`src/rtl/multicycle_sequencer_pkg.sv`:
```
// Shared control definitions for the RV32I multi-cycle datapath: the
// sequencer state encoding, base opcodes (also used by the opcode decoder)
// and next-PC select encodings.
package rv_ctrl_pkg;

  typedef enum logic [2:0] {
    IDLE,
    FETCH,
    DECODE,
    EXEC,
    MEM,
    WB,
    HALT
  } state_t;

  localparam logic [6:0] OP_REG    = 7'b0110011;
  localparam logic [6:0] OP_IMM    = 7'b0010011;
  localparam logic [6:0] OP_LOAD   = 7'b0000011;
  localparam logic [6:0] OP_STORE  = 7'b0100011;
  localparam logic [6:0] OP_BRANCH = 7'b1100011;
  localparam logic [6:0] OP_JAL    = 7'b1101111;
  localparam logic [6:0] OP_JALR   = 7'b1100111;
  localparam logic [6:0] OP_SYSTEM = 7'b1110011;

  localparam logic [1:0] PC_PLUS4  = 2'd0;
  localparam logic [1:0] PC_BRANCH = 2'd1;
  localparam logic [1:0] PC_JAL    = 2'd2;
  localparam logic [1:0] PC_JALR   = 2'd3;

  // Opcodes the sequencer knows how to step through (SYSTEM is handled apart).
  function automatic logic op_legal(input logic [6:0] op);
    case (op)
      OP_REG, OP_IMM, OP_LOAD, OP_STORE,
      OP_BRANCH, OP_JAL, OP_JALR: op_legal = 1'b1;
      default:                    op_legal = 1'b0;
    endcase
  endfunction

endpackage

```
`src/rtl/multicycle_sequencer_if.sv`:
```
// Instruction/data memory handshake between the sequencer (master) and the
// memory side of the datapath (slave).
interface multicycle_sequencer_if;
  logic imem_req;
  logic imem_ready;
  logic ir_load;
  logic dmem_req;
  logic dmem_we;
  logic dmem_ready;

  modport master (
    output imem_req, ir_load, dmem_req, dmem_we,
    input  imem_ready, dmem_ready
  );

  modport slave (
    input  imem_req, ir_load, dmem_req, dmem_we,
    output imem_ready, dmem_ready
  );
endinterface

```
`src/rtl/multicycle_sequencer_seq_wait_timer.sv`:
```
// Memory wait-cycle counter. expired is high once TIMEOUT-1 waits have been
// counted, so a further not-ready cycle is the TIMEOUT-th wait.
module seq_wait_timer #(
  parameter int TIMEOUT = 255
) (
  input  logic clk,
  input  logic rst,
  input  logic clr,
  input  logic en,
  output logic expired
);
  localparam int W = (TIMEOUT < 2) ? 1 : $clog2(TIMEOUT);
  localparam logic [W-1:0] LIM = W'(TIMEOUT - 1);

  logic [W-1:0] cnt;

  // Count wait cycles, saturating at the limit; clear wins over count.
  always_ff @(posedge clk or posedge rst) begin
    if (rst)                   cnt <= '0;
    else if (clr)              cnt <= '0;
    else if (en && !expired)   cnt <= cnt + W'(1);
  end

  assign expired = (cnt == LIM);
endmodule

```
`src/rtl/multicycle_sequencer.sv`:
```
// Multi-cycle RV32I sequencer: FETCH/DECODE/EXEC/MEM/WB control strobes,
// retired-instruction counter and halt on SYSTEM, illegal opcode or timeout.
module multicycle_sequencer
  import rv_ctrl_pkg::*;
#(
  parameter int CNT_W   = 32,
  parameter int TIMEOUT = 255
) (
  input  logic                 clk,
  input  logic                 rst,
  input  logic                 start,
  input  logic [6:0]           opcode,
  input  logic                 branch_taken,
  multicycle_sequencer_if.master mem,
  output logic                 rf_we,
  output logic                 pc_we,
  output logic [1:0]           pc_sel,
  output logic                 busy,
  output logic                 halted,
  output logic                 illegal,
  output logic                 timeout_err,
  output logic [CNT_W-1:0]     retired
);

  state_t state, state_next;
  logic   imem_req, ir_load, dmem_req, dmem_we;
  logic   retire, set_ill, set_to;
  logic   wait_clr, wait_en, wait_expired;

  wire is_load  = (opcode == OP_LOAD);
  wire is_store = (opcode == OP_STORE);

  // Restart the wait count on every state change; count not-ready cycles
  // only while actually waiting on a memory.
  assign wait_clr = (state_next != state);
  assign wait_en  = ((state == FETCH) && !mem.imem_ready) ||
                    ((state == MEM)   && !mem.dmem_ready);

  seq_wait_timer #(.TIMEOUT(TIMEOUT)) u_timer (
    .clk     (clk),
    .rst     (rst),
    .clr     (wait_clr),
    .en      (wait_en),
    .expired (wait_expired)
  );

  // State register.
  always_ff @(posedge clk or posedge rst) begin
    if (rst) state <= IDLE;
    else     state <= state_next;
  end

  // Next-state and strobe decode; ready wins over an expiring wait count.
  always_comb begin
    state_next = state;
    imem_req   = 1'b0;
    ir_load    = 1'b0;
    dmem_req   = 1'b0;
    dmem_we    = 1'b0;
    rf_we      = 1'b0;
    pc_we      = 1'b0;
    pc_sel     = PC_PLUS4;
    retire     = 1'b0;
    set_ill    = 1'b0;
    set_to     = 1'b0;
    case (state)
      IDLE: if (start) state_next = FETCH;
      FETCH: begin
        imem_req = 1'b1;
        if (mem.imem_ready) begin
          ir_load    = 1'b1;
          state_next = DECODE;
        end else if (wait_expired) begin
          set_to     = 1'b1;
          state_next = HALT;
        end
      end
      DECODE: begin
        if (opcode == OP_SYSTEM) begin
          state_next = HALT;
        end else if (!op_legal(opcode)) begin
          set_ill    = 1'b1;
          state_next = HALT;
        end else begin
          state_next = EXEC;
        end
      end
      EXEC: begin
        if (opcode == OP_BRANCH) begin
          pc_we      = 1'b1;
          pc_sel     = branch_taken ? PC_BRANCH : PC_PLUS4;
          retire     = 1'b1;
          state_next = FETCH;
        end else if (is_load || is_store) begin
          state_next = MEM;
        end else begin
          state_next = WB;
        end
      end
      MEM: begin
        dmem_req = 1'b1;
        dmem_we  = is_store;
        if (mem.dmem_ready) begin
          if (is_store) begin
            pc_we      = 1'b1;
            retire     = 1'b1;
            state_next = FETCH;
          end else begin
            state_next = WB;
          end
        end else if (wait_expired) begin
          set_to     = 1'b1;
          state_next = HALT;
        end
      end
      WB: begin
        rf_we      = 1'b1;
        pc_we      = 1'b1;
        pc_sel     = (opcode == OP_JAL)  ? PC_JAL  :
                     (opcode == OP_JALR) ? PC_JALR : PC_PLUS4;
        retire     = 1'b1;
        state_next = FETCH;
      end
      default: state_next = HALT;
    endcase
  end

  // Sticky halt causes and the retired-instruction counter.
  always_ff @(posedge clk or posedge rst) begin
    if (rst) begin
      illegal     <= 1'b0;
      timeout_err <= 1'b0;
      retired     <= '0;
    end else begin
      if (set_ill) illegal     <= 1'b1;
      if (set_to)  timeout_err <= 1'b1;
      if (retire)  retired     <= retired + CNT_W'(1);
    end
  end

  assign busy         = (state != IDLE) && (state != HALT);
  assign halted       = (state == HALT);
  assign mem.imem_req = imem_req;
  assign mem.ir_load  = ir_load;
  assign mem.dmem_req = dmem_req;
  assign mem.dmem_we  = dmem_we;

endmodule
```
`src/flat_wrapper.sv`:
```
// flat-port wrapper written by rule: the top's interface ports become plain ports
module multicycle_sequencer_flat import rv_ctrl_pkg::*;
#(
  parameter int CNT_W   = 32,
  parameter int TIMEOUT = 255
)
  (clk, rst, start, opcode, branch_taken, rf_we, pc_we, pc_sel, busy, halted, illegal, timeout_err, retired, mem_imem_req, mem_ir_load, mem_dmem_req, mem_dmem_we, mem_imem_ready, mem_dmem_ready);
  multicycle_sequencer_if mem_i ();
  input  logic clk;
  input  logic rst;
  input  logic start;
  input  logic [6:0] opcode;
  input  logic branch_taken;
  output logic rf_we;
  output logic pc_we;
  output logic [1:0] pc_sel;
  output logic busy;
  output logic halted;
  output logic illegal;
  output logic timeout_err;
  output logic [CNT_W-1:0] retired;
  output wire logic [$bits(mem_i.imem_req)-1:0] mem_imem_req;
  output wire logic [$bits(mem_i.ir_load)-1:0] mem_ir_load;
  output wire logic [$bits(mem_i.dmem_req)-1:0] mem_dmem_req;
  output wire logic [$bits(mem_i.dmem_we)-1:0] mem_dmem_we;
  input wire logic [$bits(mem_i.imem_ready)-1:0] mem_imem_ready;
  input wire logic [$bits(mem_i.dmem_ready)-1:0] mem_dmem_ready;
  assign mem_imem_req = mem_i.imem_req;
  assign mem_ir_load = mem_i.ir_load;
  assign mem_dmem_req = mem_i.dmem_req;
  assign mem_dmem_we = mem_i.dmem_we;
  assign mem_i.imem_ready = mem_imem_ready;
  assign mem_i.dmem_ready = mem_dmem_ready;
  multicycle_sequencer #(.CNT_W(CNT_W), .TIMEOUT(TIMEOUT)) u_core (.clk(clk), .rst(rst), .start(start), .opcode(opcode), .branch_taken(branch_taken), .mem(mem_i), .rf_we(rf_we), .pc_we(pc_we), .pc_sel(pc_sel), .busy(busy), .halted(halted), .illegal(illegal), .timeout_err(timeout_err), .retired(retired));
endmodule
```
`config.mk`:
```
export PLATFORM = sky130hd
export DESIGN_NAME = multicycle_sequencer_flat
export DESIGN_NICKNAME = d
export VERILOG_FILES = /design/src/rtl/multicycle_sequencer_pkg.sv /design/src/rtl/multicycle_sequencer_if.sv /design/src/rtl/multicycle_sequencer_seq_wait_timer.sv /design/src/rtl/multicycle_sequencer.sv /design/src/flat_wrapper.sv
export SDC_FILE = /design/constraint.sdc
export NUM_CORES = 1
export LEC_CHECK = 0
export ABC_AREA = 1
export ABC_CLOCK_PERIOD_IN_PS = 3400
export BUFFER_PORTS_ARGS = -buffer_cell sky130_fd_sc_hd__buf_2
export CAP_MARGIN = 20
export CORE_MARGIN = 10
export CORE_UTILIZATION = 60
export CTS_BUF_LIST = sky130_fd_sc_hd__clkbuf_4 sky130_fd_sc_hd__clkbuf_8 sky130_fd_sc_hd__clkbuf_16
export DETAILED_ROUTE_END_ITERATION = 8
export PLACE_DENSITY = 0.86
export SYNTH_ARGS = -nofsm -noshare
export SYNTH_HDL_FRONTEND = slang
export SYNTH_SLANG_ARGS = --single-unit
```
`constraint.sdc`:
```
create_clock -name clk -period 3.4 [get_ports clk]
set_input_delay 0.68 -clock clk [delete_from_list [all_inputs] [get_ports clk]]
set_output_delay 0.68 -clock clk [all_outputs]
set_load 0.005 [all_outputs]
```
==> results.toml <==
[setup_path]
r2r_slack_ps = 1400
cp-start-kind = "primary input"
worstPathRequired_ps = 2720
worstSetupStartpoint = "opcode[3]"
worstSetupEndpointType = "output pin"
crit_type = "in -> out"
crit_fanout = 18
arrival_ps = 1890
timing.rr.start = "u_core.state[2]"

[placed_design]
dp_hpwl_um = 5580
gp_congestion = 0.928
io_buffers = 56

[finish]
antennaDiodeCount = 0
syn2layout_area_growth_pct = 15.8
drive_gt1_frac = 0.197
fillers = 396
final_common_cell = "nand2_1"
fin_nets = 483
layout_common_cells = "nand2_1, nor2_1, buf_2"

[logic_synthesis]
ys_ff_latch = 45
ys_seq_area_frac = 0.386
synth_cells = 406
synth_cell_type_count = 30
netlist_area_um2 = 2920
yosys_warnings = 0
syn-num-nets = 422
async_flop_share = 1.00
avgSynthCellArea_um2 = 7.19
synth_edf_count = 0
synth_top_flop_cell = "dfrtp_1"

[timing]
finalCritPeriodShare = 0.756
period_needed_ps = 2570
final.setup_skew_ps = 7.06
setup_viol = 0
final_max_slew_viol_count = 0
rsz0062_at_grt = "no"
setup_tns_ps = 0
timing.final.hold_violations = 0
fmax_mhz = 389
relSlewSlack = 0.682
worstMarginPinSlew_ps = 476

[clock_network]
ctsHoldBuffers = 0
h-tree-depth = 2
clk_pin_slew_ps = 90
cts_resized = 0
cts_sinks = 45
clock_tree.root_cell = "clkbuf_8"
post_cts_buffers = 0
cts_tree = "done"
clock_latency_ps = 300
clockBufferDepth = 2
cts_buffers = 5

[hold_path]
min_path_type = "in -> async"

[detailed_routing]
dr.pass1.iters = 6
wl_um = 7200
final_antenna_net_count = 0
vias_per_cell = 5.14
route.detailed.drc = 0
drt_iter0_drc = 202
wire_per_inst_um = 13.5
via_count = 2752

[global_routing]
grt_util_met2 = 0.298
grt_use_total = 0.181
grt_max_degree = 30
grt_pass1_vias = 2785
use_met3 = 0.0490
grt_pass1_wl_um = 12600
grt_antenna_before_repair = 0
globalRouteMet1Util = 0.226
grt_busiest_layer = "met2"
grt_overflow = 0

[power]
power_density_nw_per_um2 = 277
finalPower_mw = 0.938
leakage_nw = 1.87
peakVddDrop_v = 0.000164

[die]
start_util = 0.618
die_x_um = 89.7
die_h_um = 89.7
dieArea_um2 = 8050
io_pins = 57
core_area_um2 = 4720
num_rows = 25

[status]
outcome = "finished, final reports clean"

[run]
maxCapViolCount = 0
==> where the power goes <==
part	switching [mW]	internal, mW
Sequential	0	0.535
Combinational	0.0202	0.0113
Clock	0.187	0.184
==> metrics by stage <==
stage | utilization | worst slack, ps | cell area [um2] | std cells | hold slack (ps)
after floorplan | - | 1160 | 2920 | 406 | 451
final | 0.715 | 829 | 3380 | 535 | 271
after global routing | 0.715 | 698 | 3380 | 535 | 275
after detailed placement | 0.688 | 840 | 3250 | 526 | 440
after global placement | 0.688 | 906 | 3250 | 526 | 439
after CTS | 0.710 | 833 | 3350 | 534 | 459
==> critical path, cell delays in order <==
cell	delay, ps
buf_2	100
inv_1	80
nand2_2	60
nor2_2	140
nand3_1	110
nor2_1	140
nand2_1	100
nand3_2	290
buf_2	190
==> routing by layer <==
layer / vias up / routed length (um)
li1: 1379 / -
met1: 1268 / 3200
met2: 95 / 3350
met3: 10 / 544
met4: 0 / 102
met5: - / 0
==> path summary, 6_finish.rpt <==
kind / end / cells after the start
min reg2reg: u_core.timeout_err / 1
max reg2reg: u_core.retired[3] / 8
max: pc_we / 9
max in group asynchronous: u_core.retired[24] / 3
min in group clk: u_core.timeout_err / 1
min: u_core.retired[1] / 2
==> synth_stat cells, types with 2 or more instances <==
master | number | area, um2
nand2_2 | 5 | 31.3
nand4_1 | 7 | 43.8
o21ai_0 | 8 | 40.0
nor2_2 | 5 | 31.3
xor2_1 | 14 | 123
buf_4 | 2 | 15.0
nand3_2 | 3 | 30.0
nand3_1 | 27 | 135
dfrtp_1 | 45 | 1130
xnor2_2 | 4 | 65.1
inv_1 | 43 | 161
nor2_1 | 58 | 218
inv_2 | 3 | 11.3
nand2_1 | 135 | 507
nand2_4 | 4 | 45.0
ha_1 | 3 | 37.5
nor3_1 | 12 | 60.1
xnor2_1 | 16 | 140
==> state kept, by name, summed over array words and instances, names as in the netlist <==
register            count
u_core.illegal          1
u_core.retired         32
u_core.state            3
u_core.timeout_err      1
u_core.u_timer.cnt      8
==> final cells by class <==
cell class | instances | area (um2) | share of cell area
clock buffer | 7 | 96.3 | 0.0285
inverter | 46 | 173 | 0.0511
timing repair buffer | 59 | 323 | 0.0955
sequential | 45 | 1130 | 0.333
multi-input combinational | 310 | 1570 | 0.465
tap | 67 | 83.8 | 0.0248
clock inverter | 1 | 5.00 | 0.00148
==> cell families after synthesis <==
logic type / share of synthesized area
AND/OR/NAND/NOR: 0.388
buffers and inverters: 0.0750
flip-flops: 0.386
XOR/XNOR: 0.112
AO/OA/AOI/OAI: 0.0257
adder cells (fa/ha/maj): 0.0129
(Power assumes the default switching activity.)
